$ cat config.mk
export PLATFORM = sky130hd
export DESIGN_NAME = pwm_sequencer_flat
export DESIGN_NICKNAME = d
export VERILOG_FILES = /design/src/rtl/pwm_sequencer_if.sv /design/src/rtl/pwm_sequencer.sv /design/src/flat_wrapper.sv
export SDC_FILE = /design/constraint.sdc
export NUM_CORES = 1
export LEC_CHECK = 0
export ABC_AREA = 1
export BUFFER_PORTS_ARGS = -buffer_cell sky130_fd_sc_hd__buf_2
export CAP_MARGIN = 15
export CORE_UTILIZATION = 55
export CTS_CLUSTER_DIAMETER = 150
export DETAILED_ROUTE_END_ITERATION = 7
export HOLD_SLACK_MARGIN = 0.06
export PLACE_DENSITY = 0.8
export SLEW_MARGIN = 40
export SYNTH_ARGS = -nofsm -noshare
export SYNTH_HDL_FRONTEND = slang
export SYNTH_SLANG_ARGS = --single-unit
$ cat constraint.sdc
create_clock -name clk_i -period 2.5 [get_ports clk_i]
set_input_delay 0.125 -clock clk_i [delete_from_list [all_inputs] [get_ports clk_i]]
set_output_delay 0.125 -clock clk_i [all_outputs]
set_load 0.005 [all_outputs]
$ cat src/rtl/pwm_sequencer_if.sv
// Config write port for pwm_sequencer: valid/ready write channel plus an
// error pulse reported back to the host.
interface pwm_sequencer_if #(
  parameter int unsigned AW = 3,
  parameter int unsigned DW = 8
) ();
  logic          valid;
  logic          ready;
  logic [AW-1:0] addr;
  logic [DW-1:0] data;
  logic          err;

  modport master (output valid, addr, data, input ready, err);
  modport slave  (input valid, addr, data, output ready, err);
endinterface

$ cat src/rtl/pwm_sequencer.sv
// Multi-channel PWM with one shared, prescaled period counter. Config writes
// land in shadow registers and are promoted to active only at period boundaries.
module pwm_sequencer #(
  parameter int unsigned WIDTH = 4,
  parameter int unsigned NCH   = 4,
  parameter int unsigned PW    = 8,
  parameter int unsigned AW    = 3
) (
  input  logic              clk_i,
  input  logic              rst_ni,
  input  logic              en_i,
  pwm_sequencer_if.slave    cfg,
  output logic [NCH-1:0]    pwm_o,
  output logic              period_tick_o,
  output logic              busy_o
);

  typedef enum logic [1:0] {StIdle, StRun, StDrain} state_e;

  state_e                     state_q, state_d;
  logic [WIDTH-1:0]           cnt_q, cnt_d;
  logic [PW-1:0]              psc_q, psc_d;
  logic [NCH-1:0][WIDTH-1:0]  duty_sh_q, duty_sh_d, duty_act_q, duty_act_d;
  logic [WIDTH-1:0]           per_sh_q, per_sh_d, per_act_q, per_act_d;
  logic [PW-1:0]              presc_sh_q, presc_sh_d, presc_act_q, presc_act_d;
  logic [NCH-1:0]             pwm_q, pwm_d;
  logic                       tick_q, tick_d;
  logic                       err_q, err_d;

  logic        tick;
  logic        wrap;
  logic        copy;
  logic        accept;
  logic [31:0] addr_ext;

  assign tick     = (psc_q == presc_act_q);
  assign wrap     = (state_q == StRun) && tick && (cnt_q == per_act_q);
  // Ready drops only while shadows are being promoted, so a write can never
  // race with the copy and always lands cleanly in one period or the next.
  assign copy     = wrap || ((state_q == StIdle) && en_i);
  assign accept   = cfg.valid && !copy;
  assign addr_ext = 32'(cfg.addr);

  assign cfg.ready     = !copy;
  assign cfg.err       = err_q;
  assign pwm_o         = pwm_q;
  assign period_tick_o = tick_q;
  assign busy_o        = (state_q != StIdle);

  always_comb begin
    duty_sh_d  = duty_sh_q;
    per_sh_d   = per_sh_q;
    presc_sh_d = presc_sh_q;
    err_d      = 1'b0;
    if (accept) begin
      for (int unsigned i = 0; i < NCH; i++) begin
        if (addr_ext == i) duty_sh_d[i] = cfg.data[WIDTH-1:0];
      end
      if (addr_ext == NCH) begin
        per_sh_d = cfg.data[WIDTH-1:0];
      end else if (addr_ext == NCH + 1) begin
        presc_sh_d = cfg.data[PW-1:0];
      end else if (addr_ext >= NCH + 2) begin
        err_d = 1'b1;
      end
    end
  end

  always_comb begin
    state_d     = state_q;
    cnt_d       = cnt_q;
    psc_d       = psc_q;
    pwm_d       = '0;
    tick_d      = 1'b0;
    duty_act_d  = duty_act_q;
    per_act_d   = per_act_q;
    presc_act_d = presc_act_q;

    if (copy) begin
      duty_act_d  = duty_sh_q;
      per_act_d   = per_sh_q;
      presc_act_d = presc_sh_q;
    end

    unique case (state_q)
      StIdle: begin
        cnt_d = '0;
        psc_d = '0;
        if (en_i) state_d = StRun;
      end
      StRun: begin
        psc_d = tick ? '0 : psc_q + 1'b1;
        for (int unsigned i = 0; i < NCH; i++) begin
          pwm_d[i] = (cnt_q < duty_act_q[i]);
        end
        if (wrap) begin
          cnt_d  = '0;
          tick_d = 1'b1;
          if (!en_i) state_d = StDrain;
        end else if (tick) begin
          cnt_d = cnt_q + 1'b1;
        end
      end
      StDrain: begin
        cnt_d   = '0;
        psc_d   = '0;
        state_d = StIdle;
      end
      default: state_d = StIdle;
    endcase
  end

  always_ff @(posedge clk_i or negedge rst_ni) begin
    if (!rst_ni) begin
      state_q     <= StIdle;
      cnt_q       <= '0;
      psc_q       <= '0;
      duty_sh_q   <= '0;
      duty_act_q  <= '0;
      per_sh_q    <= '1;
      per_act_q   <= '1;
      presc_sh_q  <= '0;
      presc_act_q <= '0;
      pwm_q       <= '0;
      tick_q      <= 1'b0;
      err_q       <= 1'b0;
    end else begin
      state_q     <= state_d;
      cnt_q       <= cnt_d;
      psc_q       <= psc_d;
      duty_sh_q   <= duty_sh_d;
      duty_act_q  <= duty_act_d;
      per_sh_q    <= per_sh_d;
      per_act_q   <= per_act_d;
      presc_sh_q  <= presc_sh_d;
      presc_act_q <= presc_act_d;
      pwm_q       <= pwm_d;
      tick_q      <= tick_d;
      err_q       <= err_d;
    end
  end

endmodule

$ cat src/flat_wrapper.sv
// flat-port wrapper written by rule: the top's interface ports become plain ports
module pwm_sequencer_flat 
#(
  parameter int unsigned WIDTH = 4,
  parameter int unsigned NCH   = 4,
  parameter int unsigned PW    = 8,
  parameter int unsigned AW    = 3
)
  (clk_i, rst_ni, en_i, pwm_o, period_tick_o, busy_o, cfg_valid, cfg_addr, cfg_data, cfg_ready, cfg_err);
  pwm_sequencer_if #(.AW(AW), .DW(8)) cfg_i ();
  input  logic clk_i;
  input  logic rst_ni;
  input  logic en_i;
  output logic [NCH-1:0] pwm_o;
  output logic period_tick_o;
  output logic busy_o;
  input wire logic [$bits(cfg_i.valid)-1:0] cfg_valid;
  input wire logic [$bits(cfg_i.addr)-1:0] cfg_addr;
  input wire logic [$bits(cfg_i.data)-1:0] cfg_data;
  output wire logic [$bits(cfg_i.ready)-1:0] cfg_ready;
  output wire logic [$bits(cfg_i.err)-1:0] cfg_err;
  assign cfg_i.valid = cfg_valid;
  assign cfg_i.addr = cfg_addr;
  assign cfg_i.data = cfg_data;
  assign cfg_ready = cfg_i.ready;
  assign cfg_err = cfg_i.err;
  pwm_sequencer #(.WIDTH(WIDTH), .NCH(NCH), .PW(PW), .AW(AW)) u_core (.clk_i(clk_i), .rst_ni(rst_ni), .en_i(en_i), .cfg(cfg_i), .pwm_o(pwm_o), .period_tick_o(period_tick_o), .busy_o(busy_o));
endmodule
==> flow_summary_export.csv <==
group,metric,value,unit
setup_path,setup.worst_path.end_class,"output port",
finish,antenna-diode-count,0,
sta,fmax,430,MHz
sta,setup_slack,0.175,ns
place,gpl.final_weighted_congestion,0.857,
synth,ys_ff_latch,76,
drt,firstDrtPassIters,4,
place,numPortBuffers,22,
synth,synth.area.top_cells,"dfrtp_1, nand2_1, dfstp_2",
drt,drtAntennaViolNets,0,
synth,yosys_most_used_dff,"dfrtp_1",
drt,vias_per_cell,5.13,
drt,vias,2757,
setup_path,critical-path-slowest-cell,"dfrtp_1",
drt,drc,0,
synth,synth_edf_count,0,
floorplan,die_span_x,83.3,um
global_route,grt_antenna_before_repair,0,
synth,syn-num-nets,445,
synth,postSynthAreaPerCell,8.74,sq um
setup_path,crit_path_max_fanout,55,
clock_tree,h_tree_level_count,3,
setup_path,critical_path.startpoint_type,"register",
clock_tree,clk_root_buffer_cell,"clkbuf_8",
clock_tree,clk_path_buf_depth,2,
place,detailedPlace.worstSlack,0.601,ns
drt,detailedRoute.firstIterationViolations,135,
setup_path,worst-endpoint-required,2.38,ns
sta,hold_viol,0,
synth,mappedNetlistArea,3640,sq um
sta,final-setup-viol-count,0,
floorplan,placement_rows,29,
clock_tree,cts_post_setup_buffers_inserted,0,
drt,detail_route.wl_per_cell,13.4,um
sta,finClkSkew,0.00882,ns
synth,netlist_instances,416,
clock_tree,numCtsBuffers,9,
pwr,power.density,1110,nW/um^2
finish,fraction_of_final_layout_cells_with_drive_strength_greater_than_1,13.9,%
floorplan,placeableCoreArea,6350,sq um
clock_tree,tritoncts,"built",
sta,period_minus_slack,2.33,ns
pwr,max-vdd-ir-drop,0.604,mV
min_path,hold_path.class,"input port to register",
sta,final-max-slew-violation-count,0,
clock_tree,numClockSinks,76,
floorplan,fp.dieArea,6940,sq um
floorplan,initial_utilization,57.3,%
sta,final.hold.worst_slack,0.0931,ns
global_route,global_route.overflow_total,0,
sta,post-route-period-util,93.0,%
global_route,via_count_of_the_first_global_routing_pass,2662,
status,status,"finished, final reports clean",
global_route,global_route_wire_length_before_repair,12600,um
finish,area_growth_syn_to_layout,12.3,%
clock_tree,clock_latency,0.34,ns
setup_path,critical-path-top-cell-by-count,"nand2_1",
floorplan,dieHeight,83.3,um
setup_path,cp_top_family,"simple AND/OR/NAND/NOR gates",
run,maxCapViolations,0,
synth,ys_types,26,
drt,wirelength,7180,um
place,dpl.hpwl,5110,um
setup_path,max_stage_delay,0.44,ns
sta,grt_setup_unrepaired,"false",
global_route,grt_start_max_net_pins,56,
finish,nets,484,
synth,synth_commonest_cells,"nand2_1, dfrtp_1, inv_1",
setup_path,arrival,2.20,ns
synth,synth_top_cell_by_area,"dfrtp_1",
synth,synth.yosys.seq_area_share,52.6,%
sta,tightestPinTransition,0.667,ns
global_route,grt.total_usage,23.1,%
setup_path,critical_path.n_buffers_inverters,3,
pwr,p_leak,2.04,nW
sta,final.setup.tns,0,ns
synth,synthArstFlopShare,100,%
setup_path,critPathKind,"register to output port",
sta,timing.slew.headroom,55.5,%
synth,synth_most_common_cell,"nand2_1",
setup_path,worstPathCellList,"inv_2 -> nand2_1 -> nand2_1 -> nor2_1 -> nand2_1 -> nor2_4 -> nand3_4 -> nand2_8 -> inv_1 -> buf_2",
clock_tree,clk_pin_slew_worst_paths,0.07,ns
synth,synth.yosys.warnings,0,
synth,synth_top_area_share,46.8,%
floorplan,boundaryPins,23,
==> per-stage QoR <==
step	instances	area (sq um)	power [mW]	utilization, %
detailed placement	511	3790	3.62	59.7
global route	537	4080	4.92	64.3
floorplan	416	3640	3.26	-
finish	537	4080	4.55	64.3
CTS	537	4080	4.57	64.3
global placement	511	3790	3.54	59.7
==> logic make-up after synthesis <==
group	Yosys count	share of synthesized area [%]
buffers and inverters	59	7.67
adders and majority gates	14	4.82
DFF	76	52.6
and+or+nand+nor	206	23.8
xor gates and xnor gates	10	2.41
AOI/OAI and AO/OA	51	8.74
==> final timing paths <==
kind / from / end / slack (ns) / depth (start not counted)
min reg2reg: u_core.per_act_q[0]$_DFFE_PN1P_ / u_core.per_act_q[0]$_DFFE_PN1P_ / 0.47 / 2
max reg2reg: u_core.psc_q[5]$_DFFE_PN0P_ / u_core.presc_sh_q[2]$_DFFE_PN0P_ / 0.56 / 11
max: u_core.psc_q[2]$_DFFE_PN0P_ / cfg_ready / 0.17 / 10
min in group asynchronous: rst_ni / u_core.duty_act_q[8]$_DFFE_PN0P_ / 0.35 / 2
max in group asynchronous: rst_ni / u_core.per_act_q[3]$_DFFE_PN1P_ / 1.41 / 3
min: cfg_addr[1] / u_core.cfg.err$_DFF_PN0_ / 0.09 / 3
==> tightest hold or removal path, stage by stage <==
cell and delay [ns]:
buf_2 0.13, inv_1 0.09, nor3_1 0.06
==> report_power, final <==
| group | switching, mW | total (mW) | internal, mW |
|---|---|---|---|
| clock network | 0.440 | 0.924 | 0.484 |
| logic | 0.968 | 1.59 | 0.621 |
| registers | 0.272 | 2.04 | 1.77 |
| total | 1.68 | 4.55 | 2.87 |
==> layout make-up <==
type | instances | area [sq um]
timing repair buffer | 34 | 238
sequential | 76 | 1910
multi-input combinational | 281 | 1450
clock inverter | 5 | 52.6
tap | 77 | 96.3
fill | 506 | 2270
clock buffer | 11 | 141
inverter | 53 | 199
==> state kept, by name, indices dropped and copies added, names as in the netlist <==
name and cells:
u_core.duty_act_q 16, u_core.per_sh_q 4, u_core.cfg.err 1, u_core.psc_q 8, u_core.period_tick_o 1, u_core.cnt_q 4
u_core.presc_act_q 8, u_core.presc_sh_q 8, u_core.state_q 2, u_core.per_act_q 4, u_core.pwm_o 4, u_core.duty_sh_q 16
==> per-layer routing <==
layer	share of wire [%]	GRT usage, %	vias to the layer above
met4	2.1	8.31	0
met3	4.6	4.97	15
met5	0	0	-
met2	45	35.2	87
met1	48	33.0	1264
li1	-	-	1391
==> placed cells by master, fill, tap and decap left out, drive strengths merged <==
| master | Yosys | routed |
|---|---|---|
| a21oi | 5 | 5 |
| buf | 6 | 24 |
| bufinv | 0 | 1 |
| clkbuf | 0 | 11 |
| clkinv | 0 | 3 |
| clkinvlp | 0 | 1 |
| dfrtp | 68 | 68 |
| dfstp | 8 | 8 |
| dlygate4sd3 | 0 | 10 |
| ha | 14 | 14 |
| inv | 53 | 53 |
| nand2 | 162 | 162 |
| nand3 | 7 | 7 |
| nand3b | 1 | 1 |
| nand4 | 7 | 7 |
| nor2 | 19 | 19 |
| nor3 | 10 | 10 |
| o211ai | 4 | 4 |
| o21a | 4 | 4 |
| o21ai | 34 | 34 |
| o22ai | 4 | 4 |
| xnor2 | 4 | 4 |
| xor2 | 6 | 6 |
==> repair_timing <==
action / 4_1_cts / 5_1_grt
endpoints found under the hold margin: 39 / 0
hold buffers: 10 / 0
resized for setup: 0 / 0
Note: power is estimated with default switching activity, not from simulation.
